$ cat src/rtl/fp_n.sv
// Runtime-programmable integer clock divider (N >= 2) with 50% duty for even and odd N.
// Define FP_N_PULSE_OUT_EN to add out_pulse, a one-cycle strobe in the cnt==0 cycle.
module fp_n #(
    parameter int CNT_W       = 8,
    parameter int DIV_DEFAULT = 5
) (
    input  logic             in_clk,
    input  logic             in_rst,
    input  logic [CNT_W-1:0] div_in,
    input  logic             div_load,
    output logic             div_ack,
    output logic             div_err,
    output logic [CNT_W-1:0] cur_div,
`ifdef FP_N_PULSE_OUT_EN
    output logic             out_clk,
    output logic             out_pulse
`else
    output logic             out_clk
`endif
);

    localparam logic [CNT_W-1:0] DEF_DIV = CNT_W'(DIV_DEFAULT);
    localparam logic [CNT_W-1:0] ONE     = CNT_W'(1);
    localparam logic [CNT_W-1:0] TWO     = CNT_W'(2);

    logic [CNT_W-1:0] cnt;
    logic [CNT_W-1:0] pending;
    logic [CNT_W-1:0] next_div;
    logic [CNT_W:0]   hi;
    logic             pend_v;
    logic             odd;
    logic             out_u;
    logic             out_d;
    logic             err_hold;
    logic             wrap;
    logic             load_ok;
    logic             load_bad;
    logic             apply;

    always_comb begin
        hi       = ({1'b0, cur_div} + (CNT_W+1)'(1)) >> 1;
        wrap     = (cnt == cur_div - ONE);
        load_ok  = div_load && (div_in >= TWO);
        load_bad = div_load && (div_in < TWO);
        apply    = wrap && (pend_v || load_ok);
        next_div = load_ok ? div_in : pending;
    end

    // A rejection that coincides with an apply is held one cycle so ack and err never overlap.
    always_ff @(posedge in_clk or negedge in_rst) begin
        if (!in_rst) begin
            cnt      <= '0;
            out_u    <= 1'b0;
            cur_div  <= DEF_DIV;
            odd      <= DEF_DIV[0];
            pending  <= '0;
            pend_v   <= 1'b0;
            div_ack  <= 1'b0;
            div_err  <= 1'b0;
            err_hold <= 1'b0;
        end else begin
            out_u <= ({1'b0, cnt} < hi);
            cnt   <= wrap ? '0 : cnt + ONE;
            if (apply) begin
                cur_div <= next_div;
                odd     <= next_div[0];
                pend_v  <= 1'b0;
            end else if (load_ok) begin
                pending <= div_in;
                pend_v  <= 1'b1;
            end
            div_ack  <= apply;
            div_err  <= (load_bad || err_hold) && !apply;
            err_hold <= (load_bad || err_hold) && apply;
        end
    end

    always_ff @(negedge in_clk or negedge in_rst) begin
        if (!in_rst) begin
            out_d <= 1'b0;
        end else begin
            out_d <= out_u;
        end
    end

    // odd only changes at the wrap edge, where out_u is already low, so the select cannot glitch.
    assign out_clk = odd ? (out_u & out_d) : out_u;

`ifdef FP_N_PULSE_OUT_EN
    always_ff @(posedge in_clk or negedge in_rst) begin
        if (!in_rst) begin
            out_pulse <= 1'b0;
        end else begin
            out_pulse <= wrap;
        end
    end
`endif

endmodule

$ cat config.mk
export PLATFORM = sky130hd
export DESIGN_NAME = fp_n
export DESIGN_NICKNAME = d
export VERILOG_FILES = /design/src/rtl/fp_n.sv
export SDC_FILE = /design/constraint.sdc
export NUM_CORES = 1
export LEC_CHECK = 0
export CAP_MARGIN = 20
export CORE_ASPECT_RATIO = 0.75
export CORE_MARGIN = 2
export CORE_UTILIZATION = 50
export CTS_CLUSTER_DIAMETER = 50
export DETAILED_ROUTE_END_ITERATION = 6
export PLACE_DENSITY = 0.73
export SLEW_MARGIN = 20
export SYNTH_ARGS = -nofsm -noshare
export SYNTH_HDL_FRONTEND = slang
export SYNTH_SLANG_ARGS = --single-unit
$ cat constraint.sdc
create_clock -name in_clk -period 2.8 [get_ports in_clk]
set_input_delay 0.28 -clock in_clk [delete_from_list [all_inputs] [get_ports in_clk]]
set_output_delay 0.28 -clock in_clk [all_outputs]
set_load 0.02 [all_outputs]
Word level (Yosys, flattened, before mapping)

Cells that the tools add are included.

Logic and storage cells: 32
Output and inout port bits: 11
Register bits: 31
Bits of input ports: 11

Bitwise operators: 1
Order comparisons: 3
$add $sub $neg: 3
Equality and inequality tests: 1
Reduce and logical (&&, ||, !) cells: 9
Multiplexer cells: 5

Operators by type and width:

| kind                  | number |
|---|---|
| $mux W8               | 2 |
| $add A8 B1 Y9 const B | 1 |
| $add A8 B1 Y8 const B | 1 |
| $eq A8 B8 Y1          | 1 |
| $ge A8 B2 Y1 const B  | 1 |
| $lt A8 B2 Y1 const B  | 1 |
| $lt A8 B8 Y1          | 1 |
| $sub A8 B1 Y8 const B | 1 |
| $logic_and A1 B1 Y1   | 5 |
| $mux W1               | 3 |
| $logic_or A1 B1 Y1    | 2 |
| $reduce_bool A2 Y1    | 1 |
| $and A1 B1 Y1         | 1 |
| $logic_not A1 Y1      | 1 |

Logic depth before layout (Yosys ltp)

Gate-level depths: netlist (run 1).

Word-level depth: 6
Gate-level depth with buffers: 9
Gate-level depth less buffers: 8

==> results.md, run 1 <==
- Status: finished clean
- Clock Skew: around 0.011 ns
- Initial DRC count: 107
- TNS Setup: 0 ns
- Net Sw Power: around 0.0011 W
- Clk root buf: clkbuf_8
- Slew Viols, Final: 0
- Placeable Area: 0.00361 sq mm
- Hold_buf cts: 0
- Post-route ant nets: 0
- Vias in the first global route: 1472
- Layout cells sized above 1: 14.6%
- Port Buffers: 21
- Fin cells: 258
- Mapped Nets: 200
- Final Setup Violations: 0
- Post-route clock period utilization: 93.1%
- Worst path required time: 2.52 ns
- Final worst slack: 0.194 ns
- Max Cap Viol: 0
- Comb pwr share: a little over half
- Initial antenna violation count: 0
- CTS Buf Count: 5
- Die Width: 74.2 um
- Avg Cell Area, Syn: 10.3 sq um
- Dominant synthesized flop cell: dfrtp_1
- Die height: 56.7 um
- Yosys warnings: 0
- Layout net count: 226
- Worst Max-Slew Pin Slew: 0.532 ns
- Pleak: about 0.96 nW
- Post-route DRC: 0
- Via count: about 1400
- RD Place Congestion: 0.907
- CP endpoint kind: output port
- # IOs: 22
- Number of distinct library cells after synthesis: 46
- DR vias/cell: 5.42
- Worst Path Max Fanout: 1
- H-tree depth: 2
- CP Launch Type: flop
- GRT Overall Usage: 22.2%
- DRT Wirelength: around 4000 um
- Largest net degree at the start of global routing: 30
- Clock power frac: 13.6%
- Asr flop ratio synth: 100%
- Fmax: 385 MHz
- Area grow syn2layout: 19.6%
- Sw Share: 42.6%
- Clock sink count: 30
- Clk buf depth: 2
- Placed cells: 249
- Worst rel slew slack: about 64%
- CTS tree: yes
- Endpoints failing hold: 0
- 1st-pass router iterations: 4
- Post-synth EDFFs: 0
- Placed inst area: 0.00212 sq mm
- DR WL/cell: between 15 and 20 um
- Seq pwr share: 32.9%
- Setup WS pre-CTS: 0.0572 ns
- Fin area: roughly 0.0022 sq mm
- CP Class: reg -> out
- HP Class: reg -> reg
- Register area share after synthesis: 40.7%
- Mapped Cells: 179
- Cell area after synthesis: 0.00185 sq mm
- Die ar.: 0.00421 sq mm
- Starting Density: 51.2%
- Diode count: 0
- Dpl hpwl: 3020 um
- Wire length of the first global-routing pass: 7000 um
- Worst skew pair latency: 0.28 ns
- Seq cells post-synth: 30
- Internal: 0.00147 W
- Row cnt: 19
- Peak VDD IR: 0.615 mV
- Worst Path Arrival: 2.33 ns
- Pwr dens: 1160 mW/mm^2
- Clock slew at reported path FFs: 0.06 ns
- Final Critical Period: 2.61 ns
- Grt total ovfl: 0
- WHS: 0.495 ns
==> metrics by stage <==
stage / total power (W) / util [%]
CTS: 0.00256 / 61.0
floorplan: 0.00183 / -
detailed placement: 0.00221 / 58.6
finish: 0.00257 / 61.2
global route: 0.00280 / 61.2
global placement: 0.00214 / 58.6
==> layer usage <==
layer / share of wire [%] / vias to the layer above / GRT usage (%)
met5: 0 / - / 0
met4: 0.76 / 0 / 6.63
met3: 4.7 / 4 / 6.10
met1: 48 / 693 / 32.0
li1: - / 668 / -
met2: 47 / 34 / 32.8
==> worst max-delay path, cell delays in order (launching register included) <==
cell and delay, ns:
dfrtn_1 0.38, o21a_1 0.10, clkbuf_2 0.16
==> layout by cell type, fill, tap and decap left out, types with 3 or more instances in the layout <==
master,netlist,routed
o22ai_1,4,4
nor2_1,15,14
dfrtp_1,27,27
xnor2_1,13,13
nand2b_1,4,4
ha_1,10,10
mux2i_1,4,4
mux2_1,3,3
clkbuf_8,0,6
mux2_4,5,5
a21o_1,3,3
nand2_1,18,18
clkdlybuf4s50_1,0,20
and3_1,3,3
inv_1,8,8
xor2_1,9,9
a211oi_1,3,3
buf_4,2,7
nand3_1,8,8
==> registers in the layout, indices dropped and copies added (netlist names) <==
| name | count |
|---|---|
| cur_div | 8 |
| div_err | 1 |
| div_ack | 1 |
| cnt | 8 |
| out_d | 1 |
| err_hold | 1 |
| pending | 8 |
| pend_v | 1 |
| out_u | 1 |
==> cell type report <==
| type | count | area (sq um) |
|---|---|---|
| flip-flops and latches | 30 | 753 |
| fillers | 292 | 1400 |
| well taps | 52 | 65.1 |
| multi-input cells | 132 | 1010 |
| clock inverters | 1 | 5.00 |
| clock buffers | 7 | 86.3 |
| repair buffers | 28 | 258 |
| inverters | 8 | 30.0 |
==> power groups by stage <==
| stage | clock network (W) | registers (W) | logic, W |
|---|---|---|---|
| floorplan | 0 | 0.000819 | 0.00101 |
| global placement | 0 | 0.000843 | 0.00130 |
| detailed placement | 0 | 0.000855 | 0.00136 |
| CTS | 0.000356 | 0.000848 | 0.00136 |
| global route | 0.000383 | 0.000877 | 0.00154 |
| finish | 0.000351 | 0.000845 | 0.00137 |
==> synthesized netlist by cell type, types with 3 or more instances <==
library cell	n	area, sq um
a211oi_1	3	22.5
a21o_1	3	22.5
and3_1	3	18.8
buf_2	4	20.0
dfrtp_1	27	676
ha_1	10	125
inv_1	8	30.0
mux2_1	3	33.8
mux2_4	5	75.1
mux2i_1	4	40.0
nand2_1	18	67.6
nand2b_1	4	25.0
nand3_1	8	40.0
nor2_1	15	56.3
o22ai_1	4	25.0
xnor2_1	13	114
xor2_1	9	78.8
==> kinds of logic (layout without fill, tap and decap cells) <==
kind of cell / after synthesis / count (layout) / share of synthesized area (%)
adder cells (fa/ha/maj): 10 / 10 / 6.77
AND/OR/NAND/NOR: 62 / 62 / 17.9
AO/OA/AOI/OAI: 26 / 26 / 11.6
buffers and inverters: 17 / 44 / 4.53
flip-flops: 30 / 30 / 40.7
multiplexers: 12 / 12 / 8.05
XOR/XNOR: 22 / 22 / 10.4
==> final timing paths <==
| check | startpoint | end | slack (ns) | depth (start not counted) |
|---|---|---|---|---|
| setup / recovery | out_d | out_clk | 0.19 | 2 |
| max in group asynchronous | in_rst | out_d | 1.10 | 1 |
| hold reg to reg | err_hold | div_err | 0.49 | 2 |
| setup reg to reg | cur_div[1] | pending[5] | 0.20 | 8 |
| min in group asynchronous | in_rst | pending[3] | 0.56 | 2 |
| hold / removal | err_hold | div_err | 0.49 | 2 |
==> timing repair <==
action                     4_1_cts  5_1_grt
gates cloned                     0        0
setup buffers                    0        1
setup endpoints to repair        1       17
gates resized for setup          1        3
(Power assumes the default switching activity.)
==> run 2, diff against run 1 <==
--- a/config.mk
+++ b/config.mk
@@ -5,13 +5,14 @@
 export SDC_FILE = /design/constraint.sdc
 export NUM_CORES = 1
 export LEC_CHECK = 0
-export CAP_MARGIN = 20
+export CELL_PAD_IN_SITES_DETAIL_PLACEMENT = 1
+export CELL_PAD_IN_SITES_GLOBAL_PLACEMENT = 1
 export CORE_ASPECT_RATIO = 0.75
 export CORE_MARGIN = 2
-export CORE_UTILIZATION = 50
+export CORE_UTILIZATION = 43
 export CTS_CLUSTER_DIAMETER = 50
 export DETAILED_ROUTE_END_ITERATION = 6
-export PLACE_DENSITY = 0.73
+export PLACE_DENSITY_LB_ADDON = 0.1
 export SLEW_MARGIN = 20
 export SYNTH_ARGS = -nofsm -noshare
 export SYNTH_HDL_FRONTEND = slang
==> run 2 against run 1 <==
Clock skew increased by 0.0011 ns. Die area up 15%. Final cell count grew 1.6%. First-iteration DRC count shrank 53%. Routed wire length grew 11%. Clock power about the same. Critical path type unchanged. Combinational power increased by 3%. Hold slack got worse by 0.019 ns. Design area grew 0.62%.
==> results.md, run 2 (synthesis gave the netlist of run 1 again) <==
- Endpoints failing hold: 0 (unchanged)
- GRT Overall Usage: 20.1% (-2.1 points)
- Final core utilization: 54.6% (-6.6 points)
- Most frequent cells in the layout: dfrtp_1 (27), clkdlybuf4s50_1 (20), nand2_1 (18)
- 1st-pass router iterations: 4 (unchanged)
- FF-to-FF setup slack: 0.23 ns (+0.03 ns)
- Commonest non-fill, non-tap cell in the layout: dfrtp_1
- Layout net count: 227 (+0.44%)
- Area grow syn2layout: 20.4%
- RSZ-0062 raised after global routing: no
- CP Class: reg -> out
- CTS tree: yes
- Net Sw Power: 0.00113 W (+3.0%)
- Final worst slack: 0.0646 ns (-0.129 ns)
- Die ar.: 0.00485 sq mm (+15%)
- Internal: 0.00148 W (+0.17%)
- R2R Path End: cur_div[3]
- Clk buf depth: 2 (unchanged)
- Placeable Area: 0.00408 sq mm (+13%)
- Setup WS pre-CTS: 0.0490 ns (-0.00813 ns)
- Layout cells sized above 1: 14.0% (-0.55 points)
- DR WL/cell: 16.6 um (+8.9%)
- Via count: 1388 (-0.79%)
- Hold_buf cts: 0 (unchanged)
- Seq pwr share: 32.4% (-0.5 points)
- CP endpoint kind: output port
- H-tree depth: 2 (unchanged)
- Worst path required time: 2.52 ns (about the same)
- Worst rel slew slack: 65.3% (+0.78 points)
- Row cnt: 20 (+1)
- Pwr dens: 1170 mW/mm^2 (+0.75%)
- Dpl hpwl: 3400 um (+12%)
- Starting Density: 45.3% (-5.8 points)
- Peak VDD IR: 0.572 mV (-7.0%)
- Reg2Reg Depth: 8 (unchanged)
- Vias in the first global route: 1455 (-1.2%)
- Status: finished clean
- Port Buffers: 21 (unchanged)
- Die Width: 79.7 um (+7.4%)
- HP Class: in -> async
- CP Launch Type: flop
- Largest net degree at the start of global routing: 30 (unchanged)
- # IOs: 22 (unchanged)
- Worst Path Max Fanout: 1 (unchanged)
- Pleak: 0.967 nW (+0.57%)
- Max Cap Viol: 0 (unchanged)
- Post-route DRC: 0 (unchanged)
- Slew Viols, Final: 0 (unchanged)
- TNS Setup: 0 ns (unchanged)
- RD Place Congestion: 0.810 (-11%)
- Post-CTS Setup Repair Bufs: 0 (unchanged)
- Clock sink count: 30 (unchanged)
- Worst Max-Slew Pin Slew: 0.519 ns (-0.0128 ns)
- Wire length of the first global-routing pass: 7110 um (+1.7%)
- Die height: 60.8 um (+7.3%)
- Filler cells: 445 (+52%)
- Worst skew pair latency: 0.28 ns (about the same)
- Clock Skew: 0.0116 ns (+0.00109 ns)
- Diode count: 0 (unchanged)
- Initial antenna violation count: 0 (unchanged)
- Comb pwr share: 54.2% (+0.7 points)
- Sw Share: 43.3% (+0.68 points)
- Largest registers: cnt x8, cur_div x8, pending x8
- Final Setup Violations: 0 (unchanged)
- DR vias/cell: 5.30 (-2.3%)
- Clk root buf: clkbuf_8
- Post-route ant nets: 0 (unchanged)
- FF-to-FF Start: cur_div[0]
- Worst Path Arrival: 2.46 ns (+0.13 ns)
- Clock power frac: 13.4% (-0.2 points)
- Grt total ovfl: 0 (unchanged)
- Initial DRC count: 50 (-53%)
- DRT Wirelength: 4360 um (+11%)
- Clock slew at reported path FFs: 0.07 ns (about the same)
- Setup crit start: out_d
- CTS Buf Count: 5 (unchanged)
## run 2: cell count changes in the layout (fill, tap and decap cells not counted), sizes merged
cell,before,now
clkdlybuf4s15,0,1
buf,7,8
clkbuf,8,7
## run 2: worst max-delay path, cell delays in order (launching register included)
cell	delay [ns]
dfrtn_1	0.39
o21a_1	0.10
clkdlybuf4s15_1	0.29
## run 2: stage by stage
step,power (W),hold WS [ns],instances,area (sq um)
finish,0.00261,0.476,262,2230
global route,0.00281,0.518,262,2230
CTS,0.00262,0.492,262,2220
detailed placement,0.00227,0.482,254,2130
global placement,0.00217,0.467,254,2130
floorplan,0.00183,-0.0156,179,1850
## run 2: power by group through the flow
stage	registers [W]	logic [W]	clock network, W
finish	0.000843	0.00141	0.000349
global route	0.000874	0.00155	0.000382
CTS	0.000844	0.00142	0.000361
detailed placement	0.000852	0.00141	0
global placement	0.000837	0.00134	0
floorplan	0.000819	0.00101	0
## run 2: final cells by class
cell class | count | area, sq um | area share (%)
multi-input combinational | 132 | 1010 | 45.5
sequential | 30 | 753 | 33.8
timing repair buffer | 29 | 270 | 12.1
clock buffer | 7 | 86.3 | 3.88
tap | 55 | 68.8 | 3.09
inverter | 8 | 30.0 | 1.35
clock inverter | 1 | 5.00 | 0.225
## run 2: routing by layer
metal  wire, um  vias to the layer above  global-route usage (%)
li1           -                      667                       -
met1       2210                      697                    28.0
met2       1990                       18                    31.3
met3        111                        6                    4.17
met4         51                        0                    7.39
met5          0                        -                       0
## run 2: worst max-delay path by stage
stage	to	slack (ns)	cells after the start
finish	out_clk	0.06	2
global route	out_clk	0.02	2
CTS	out_clk	0.02	2
detailed placement	out_clk	0.05	2
global placement	out_clk	0.06	2
floorplan	cur_div[7]	0.37	7
## run 2: timing repair
item                       CTS  global route
resized for setup            1             1
setup endpoints to repair    1             1
cloned                       0             0
